<file path="src/rtl/alu_mul_seq_pkg.sv">
// rtl/alu_mul_seq_pkg.sv - shared ALU encodings, widths and sequencer state codes
//
// Purpose : constants shared by the multiply sequencer, its bus interface and
//           anything that talks to the shared ALU.
// Ports   : none (package).
package alu_mul_seq_pkg;

   typedef logic [3:0] alu_oper_t;

   localparam int MUL_WIDTH = 16;
   localparam int MUL_CNT_W = 4;

   // ALU Oper encodings
   localparam alu_oper_t ALU_ROL = 4'b0000;
   localparam alu_oper_t ALU_SLL = 4'b0001;
   localparam alu_oper_t ALU_ROR = 4'b0010;
   localparam alu_oper_t ALU_SRL = 4'b0011;
   localparam alu_oper_t ALU_ADD = 4'b0100;
   localparam alu_oper_t ALU_AND = 4'b0101;
   localparam alu_oper_t ALU_OR  = 4'b0110;
   localparam alu_oper_t ALU_XOR = 4'b0111;
   localparam alu_oper_t ALU_SEQ = 4'b1000;
   localparam alu_oper_t ALU_SLT = 4'b1001;
   localparam alu_oper_t ALU_SLE = 4'b1010;
   localparam alu_oper_t ALU_BTR = 4'b1111;

   // Sequencer state encodings
   localparam logic [1:0] ST_IDLE = 2'd0;
   localparam logic [1:0] ST_RUN  = 2'd1;
   localparam logic [1:0] ST_DONE = 2'd2;

endpackage

</file>
<file path="src/rtl/alu_mul_seq_if.sv">
// rtl/alu_mul_seq_if.sv - request/response handshake bundle for the multiply sequencer
//
// Purpose : groups the operand request and product response handshakes.
// Signals : in_valid/in_ready/op_a/op_b   request channel
//           out_valid/out_ready/result    product channel
// Modports: master = requester/consumer side, slave = sequencer side.
interface alu_mul_seq_if
   import alu_mul_seq_pkg::*;
#(
   parameter int WIDTH = MUL_WIDTH
);
   logic                 in_valid;
   logic                 in_ready;
   logic [WIDTH-1:0]     op_a;
   logic [WIDTH-1:0]     op_b;
   logic                 out_valid;
   logic                 out_ready;
   logic [2*WIDTH-1:0]   result;

   modport master (
      output in_valid, op_a, op_b, out_ready,
      input  in_ready, out_valid, result
   );

   modport slave (
      input  in_valid, op_a, op_b, out_ready,
      output in_ready, out_valid, result
   );

endinterface

</file>
<file path="src/rtl/alu_mul_seq.sv">
// rtl/alu_mul_seq.sv - iterative 16x16 unsigned shift-and-add multiplier on the shared ALU
//
// Purpose : computes op_a*op_b in 16 RUN cycles, using an external ALU for every
//           addition, and returns the 32-bit product through a valid/ready handshake.
// Ports   : clk, rst_n          clock, asynchronous active-low reset
//           bus (slave)         in_valid/in_ready/op_a/op_b, out_valid/out_ready/result
//           alu_InA..alu_sign   operand/control pins driven to the shared ALU
//           alu_Out, alu_Ofl    ALU sum and unsigned carry-out (sign=0)
module alu_mul_seq
   import alu_mul_seq_pkg::*;
#(
   parameter int        WIDTH    = MUL_WIDTH,
   parameter logic [3:0] OPER_ADD = ALU_ADD,
   parameter int        CNT_W    = MUL_CNT_W
) (
   input  logic               clk,
   input  logic               rst_n,
   alu_mul_seq_if.slave       bus,
   output logic [WIDTH-1:0]   alu_InA,
   output logic [WIDTH-1:0]   alu_InB,
   output logic               alu_Cin,
   output logic [3:0]         alu_Oper,
   output logic               alu_invA,
   output logic               alu_invB,
   output logic               alu_sign,
   input  logic [WIDTH-1:0]   alu_Out,
   input  logic               alu_Ofl
);

   logic [1:0]        state_q, state_d;
   logic [WIDTH-1:0]  hi_q, hi_d;
   logic [WIDTH-1:0]  lo_q, lo_d;
   logic [WIDTH-1:0]  mcand_q, mcand_d;
   logic [CNT_W-1:0]  cnt_q, cnt_d;

   logic running;
   assign running = (state_q == ST_RUN);

   // Moore outputs: everything below is decoded from registers only.
   assign bus.in_ready  = (state_q == ST_IDLE);
   assign bus.out_valid = (state_q == ST_DONE);
   assign bus.result    = {hi_q, lo_q};

   // Outside RUN the ALU sees zero operands with Oper parked at ADD.
   assign alu_InA  = running ? hi_q : '0;
   assign alu_InB  = (running && lo_q[0]) ? mcand_q : '0;
   assign alu_Oper = OPER_ADD;
   assign alu_Cin  = 1'b0;
   assign alu_invA = 1'b0;
   assign alu_invB = 1'b0;
   assign alu_sign = 1'b0;

   always_comb begin
      state_d = state_q;
      hi_d    = hi_q;
      lo_d    = lo_q;
      mcand_d = mcand_q;
      cnt_d   = cnt_q;
      case (state_q)
         ST_IDLE: begin
            if (bus.in_valid) begin
               mcand_d = bus.op_a;
               hi_d    = '0;
               lo_d    = bus.op_b;
               cnt_d   = '0;
               state_d = ST_RUN;
            end
         end
         ST_RUN: begin
            // The carry-out becomes the new top bit; the whole 2*WIDTH+1 value
            // shifts right by one, consuming the multiplier bit just used.
            {hi_d, lo_d} = {alu_Ofl, alu_Out, lo_q[WIDTH-1:1]};
            cnt_d        = cnt_q + CNT_W'(1);
            if (cnt_q == CNT_W'(WIDTH-1)) begin
               state_d = ST_DONE;
            end
         end
         ST_DONE: begin
            if (bus.out_ready) begin
               state_d = ST_IDLE;
            end
         end
         default: state_d = ST_IDLE;
      endcase
   end

   always_ff @(posedge clk or negedge rst_n) begin
      if (!rst_n) begin
         state_q <= ST_IDLE;
         hi_q    <= '0;
         lo_q    <= '0;
         mcand_q <= '0;
         cnt_q   <= '0;
      end else begin
         state_q <= state_d;
         hi_q    <= hi_d;
         lo_q    <= lo_d;
         mcand_q <= mcand_d;
         cnt_q   <= cnt_d;
      end
   end

endmodule
</file>
<file path="src/flat_wrapper.sv">
// flat-port wrapper written by rule: the top's interface ports become plain ports
module alu_mul_seq_flat import alu_mul_seq_pkg::*;
#(
   parameter int        WIDTH    = MUL_WIDTH,
   parameter logic [3:0] OPER_ADD = ALU_ADD,
   parameter int        CNT_W    = MUL_CNT_W
)
  (clk, rst_n, alu_InA, alu_InB, alu_Cin, alu_Oper, alu_invA, alu_invB, alu_sign, alu_Out, alu_Ofl, bus_in_valid, bus_op_a, bus_op_b, bus_out_ready, bus_in_ready, bus_out_valid, bus_result);
  alu_mul_seq_if #(.WIDTH(WIDTH)) bus_i ();
  input  logic clk;
  input  logic rst_n;
  output logic [WIDTH-1:0] alu_InA;
  output logic [WIDTH-1:0] alu_InB;
  output logic alu_Cin;
  output logic [3:0] alu_Oper;
  output logic alu_invA;
  output logic alu_invB;
  output logic alu_sign;
  input  logic [WIDTH-1:0] alu_Out;
  input  logic alu_Ofl;
  input wire logic [$bits(bus_i.in_valid)-1:0] bus_in_valid;
  input wire logic [$bits(bus_i.op_a)-1:0] bus_op_a;
  input wire logic [$bits(bus_i.op_b)-1:0] bus_op_b;
  input wire logic [$bits(bus_i.out_ready)-1:0] bus_out_ready;
  output wire logic [$bits(bus_i.in_ready)-1:0] bus_in_ready;
  output wire logic [$bits(bus_i.out_valid)-1:0] bus_out_valid;
  output wire logic [$bits(bus_i.result)-1:0] bus_result;
  assign bus_i.in_valid = bus_in_valid;
  assign bus_i.op_a = bus_op_a;
  assign bus_i.op_b = bus_op_b;
  assign bus_i.out_ready = bus_out_ready;
  assign bus_in_ready = bus_i.in_ready;
  assign bus_out_valid = bus_i.out_valid;
  assign bus_result = bus_i.result;
  alu_mul_seq #(.WIDTH(WIDTH), .OPER_ADD(OPER_ADD), .CNT_W(CNT_W)) u_core (.clk(clk), .rst_n(rst_n), .bus(bus_i), .alu_InA(alu_InA), .alu_InB(alu_InB), .alu_Cin(alu_Cin), .alu_Oper(alu_Oper), .alu_invA(alu_invA), .alu_invB(alu_invB), .alu_sign(alu_sign), .alu_Out(alu_Out), .alu_Ofl(alu_Ofl));
endmodule
</file>
<file path="config.mk">
export PLATFORM = sky130hd
export DESIGN_NAME = alu_mul_seq_flat
export DESIGN_NICKNAME = d
export VERILOG_FILES = /design/src/rtl/alu_mul_seq_pkg.sv /design/src/rtl/alu_mul_seq_if.sv /design/src/rtl/alu_mul_seq.sv /design/src/flat_wrapper.sv
export SDC_FILE = /design/constraint.sdc
export NUM_CORES = 1
export LEC_CHECK = 0
export ABC_AREA = 1
export ABC_CLOCK_PERIOD_IN_PS = 1600
export CORE_MARGIN = 4
export CORE_UTILIZATION = 41
export CTS_CLUSTER_DIAMETER = 80
export DETAILED_ROUTE_END_ITERATION = 7
export PLACE_DENSITY = 0.81
export SLEW_MARGIN = 40
export SYNTH_ARGS = -nofsm -noshare
export SYNTH_HDL_FRONTEND = slang
export SYNTH_SLANG_ARGS = --single-unit
</file>
<file path="constraint.sdc">
create_clock -name clk -period 1.6 [get_ports clk]
set_clock_uncertainty 0.05 [all_clocks]
set_input_delay 0.4 -clock clk [delete_from_list [all_inputs] [get_ports clk]]
set_output_delay 0.4 -clock clk [all_outputs]
set_load 0.02 [all_outputs]
</file>
==> results by stage <==
Timing:
- Measured against its own limit, the worst slew margin works out to 64.3%.
- Across all setup checks in the final design, the least slack found is -0.168 ns.
- Setup violations remaining at the end of the flow were counted as 34.
- The timing-limited maximum frequency is roughly 570 MHz.
- The worst path uses 110% of the clock period.
- After routing, the total negative slack on setup checks comes to -4.58 ns.
- The slew at the pin closest to its max-slew limit is around 0.53 ns.
- The minimum hold slack is just over 0.03 ns.
- The number of pins with negative max-slew slack in the final report is 0.
- The count of final hold-check violations is 0.
- After layout, the minimum clock period comes to 1.77 ns.
- Setup repair after global routing could not meet its margin everywhere.

Route:
- After detailed routing, the number of remaining DRC violations is 0.
- For this run, the detailed router's first-pass iteration total came to 4.
- The detailed router finished its first iteration with 61 violations.
- The average wire per standard cell is between 10 and 15 um.
- In the routed layout, each cell is associated on average with a via count of 4.66.
- The routed layout has 2500 vias.
- In this run the remaining antenna-violating nets after routing total 0.
- The routed wire length is approximately 7000 um.

Setup path:
- The data arrival at the endpoint of the critical path is 1.32 ns.
- The capture point of the critical path is alu_InB[6].
- The source of the worst register-to-register timing path is u_core.state_q[0].
- STA puts the critical path data required time at approximately 1.2 ns.
- The startpoint kind of the worst setup timing path is a flip-flop.
- The kind of end point of the critical path is a primary output.
- Along the worst path, the maximum fanout reaches 8.
- The depth of the worst register-to-register path is 5.
- Tracing the worst setup path back leads to its startpoint at u_core.state_q[1].
- The critical path is of the flip-flop to primary output type.
- The minimum setup slack among reg-to-reg paths is 0.10 ns.
- The terminus of the critical flop-to-flop path is u_core.hi_q[15].

Final layout:
- 0 antenna diodes ended up in the layout.
- The area growth from synthesis to layout is 56.0%.
- The final layout net count is between 500 and 600.
- The layout cell share with drive strength beyond 1 is around a fifth.
- The fill cell instance count of the final layout is approximately 560.
- Once layout is complete, the utilization of the core stands at 67.4%.

Synthesis:
- The most used flip-flop cell after synthesis is dfrtp_1.
- The synthesized-area fraction occupied by and/or/nand/nor cells is 28.1%.
- For this run, asynchronously set or reset flops after synthesis account for 100%.
- The count of synthesis-stage warnings from yosys is 0.
- The register bit count reported by yosys is between 50 and 60.
- The number of standard cells after synthesis is about 340.
- The commonest cells after synthesis are nand2_1, dfrtp_1, nor2_1, inv_1, a21oi_1.
- The number of flops mapped to enable cells by yosys is 0.
- The most instantiated library cell after synthesis is nand2_1.
- After synthesis, the largest area contributor takes up 51.6% of total cell area.
- The distinct cell type count after synthesis is 20.
- The synthesized-area fraction occupied by ao, oa, aoi and oai cells is slightly above 7%.
- Sorting the synthesized cells by area gives the leading types as dfrtp_1, nand2_1, nor2_1.
- The average instance in the mapped netlist occupies 7.73 um^2.
- The share of synthesized cell area in full adder, half adder and majority cells is 0.478%.
- Summed over all instances, the cell type with the most area after synthesis is dfrtp_1.
- Summing every instance area after synthesis gives about 2600 um^2.
- For this run, the register share of the synthesized area comes to 51.6%.
- Of the total synthesized cell area, the portion taken by XOR and XNOR cells is 0%.
- The largest family of logic cells by synthesized area is simple AND/OR/NAND/NOR gates.
- The mux contribution to synthesized area is 0%.

Power:
- VDD sags by at most 0.00109 V.
- For this design the ratio of total power to cell area is about 1900 nW/um^2.
- The standby leakage power is 0.00214 uW.

Die:
- In this run the core area contains 28 standard-cell rows.
- For this configuration, the core starts out at a cell density of between 40% and 50%.
- The top-level port count is roughly 130.
- The die outline width is 87.9 um.
- The die covers just under 8000 um^2.
- In this run the standard cell core region covers between 6000 and 7000 um^2.
- The vertical die dimension is between 80 and 90 um.

Run status:
- The final reports fail on negative setup slack.
- The run finished, with violations left.

Global route:
- The number of antenna violations at the first check in global routing is 0.
- In the global route stage, met1 resource usage came out at between 20% and 30%.
- The total grt overflow is 0.
- The met2 usage in global routing is between 30% and 40%.
- met2 is the most crowded layer.
- For this run, the total global-route usage over all layers was measured as between 10% and 20%.
- The maximum number of pins on one net before global-route repair is 55.
- For this run, global-route usage on met3 was measured as 4.80%.
- The wire length of the first global-routing pass is roughly 11000 um.
- The number of global-route vias before repair is 2477.

CTS:
- The clock insertion delay at the later pin of the skew report is roughly 0.30 ns.
- The clock tree root buffer cell is clkbuf_8.
- Buffers inserted to repair hold after CTS numbered 0.
- The H-tree was split into 2 levels.
- The clock sink count is between 50 and 60.
- The deepest clock path buffer count is 2.
- The clock tree from TritonCTS is done.
- The register clock-pin slew on the reported worst setup and hold paths is ~0.08 ns.
- Counting the buffers created by CTS gives 5.

Placement:
- Routability-driven placement finished with a final weighted congestion of about 0.76.
- After legalization and detailed placement, the total HPWL measured 4970 um.
- In this run the tool buffered the top-level ports with 118 buffer cells.

Min path:
- The worst hold-check path type is primary input to asynchronous set/reset pin.

Flow run:
- The reported max-cap violation count is 0.
-- registers in the layout, summed over array words and instances, names as in the netlist --
name,flops
u_core.mcand_q,16
u_core.cnt_q,4
u_core.hi_q,16
u_core.lo_q,16
u_core.state_q,2
-- worst min-delay path by stage --
stage               start                  to  slack [ns]  cells past startpoint
floorplan           rst_n     u_core.cnt_q[0]        0.05                      0
global placement    rst_n      u_core.hi_q[2]        0.37                      2
detailed placement  rst_n      u_core.hi_q[2]        0.37                      2
CTS                 rst_n  u_core.mcand_q[12]        0.04                      2
global route        rst_n      u_core.hi_q[2]        0.04                      2
finish              rst_n      u_core.hi_q[2]        0.03                      2
-- timing repair --
action                                  CTS  global route
cloned                                    0             1
buffers inserted                          0             1
pin swaps                                 0             1
endpoints found under the setup margin   66            34
resized for setup                       253            23
-- layer usage --
metal,part of all wire [%],up-vias,wire length [um]
met1,40,1185,2890
li1,-,1237,-
met5,0,-,0
met4,0.67,0,48
met2,53,73,3770
met3,6.2,5,445
-- final cells by class --
type	instances	area [um^2]	share of cell area, %
Multi-Input combinational cell	230	1100	26.9
Sequential cell	54	1350	33.1
Inverter	39	154	3.77
Clock buffer	7	76.3	1.87
Tap cell	75	93.8	2.30
Timing Repair Buffer	131	1310	32.1
-- per-stage QoR --
stage	instances	instance area, um^2	power [uW]	setup slack, ns
after floorplan	345	2640	4850	0.0255
after global placement	527	3870	6730	-0.309
after detailed placement	527	3870	6860	-0.367
after CTS	534	3970	7560	-0.160
after global routing	536	4090	8330	-0.247
final	536	4090	7730	-0.168
-- logic make-up (layout without fill, tap and decap cells) --
kind of cell	count (synthesis)	in the layout
buf+inv	62	177
other cells	2	8
simple gates	183	184
flops	54	54
fa+ha+maj	1	1
compound gates	37	37
-- report_power, final --
part / internal, uW / leakage (uW) / switching, uW
clock network: 302 / 0.0000383 / 393
logic: 1910 / 0.00147 / 2810
registers: 1950 / 0.000637 / 355
-- worst max-delay path, cell delays in order, from the launching register on --
cell and delay, ns:
dfrtp_1 0.41, inv_2 0.08, nand2_4 0.08, inv_8 0.10, nand2_8 0.10, nor2_2 0.13
buf_6 0.13
-- placed cells by master, fill, tap and decap left out --
cell | synthesis | routed
o21ai_2 | 1 | 1
clkbuf_1 | 0 | 2
inv_1 | 37 | 36
ha_1 | 1 | 1
clkdlybuf4s50_1 | 0 | 51
nand2_4 | 2 | 1
nand2_1 | 124 | 124
inv_8 | 0 | 1
dfrtp_1 | 54 | 53
nand2_8 | 0 | 2
o21ai_0 | 14 | 14
o21ai_1 | 6 | 6
nand4_1 | 1 | 1
buf_4 | 10 | 10
dlygate4sd2_1 | 0 | 31
nor2_2 | 11 | 25
a21oi_1 | 16 | 16
inv_2 | 1 | 2
nand2_2 | 1 | 1
nor2_1 | 42 | 19
buf_12 | 0 | 3
buf_2 | 8 | 2
nand3_1 | 2 | 2
clkbuf_8 | 0 | 5
conb_1 | 2 | 8
buf_6 | 5 | 34
dfrtp_2 | 0 | 1
nor2_4 | 0 | 9
(Power assumes the default switching activity.)
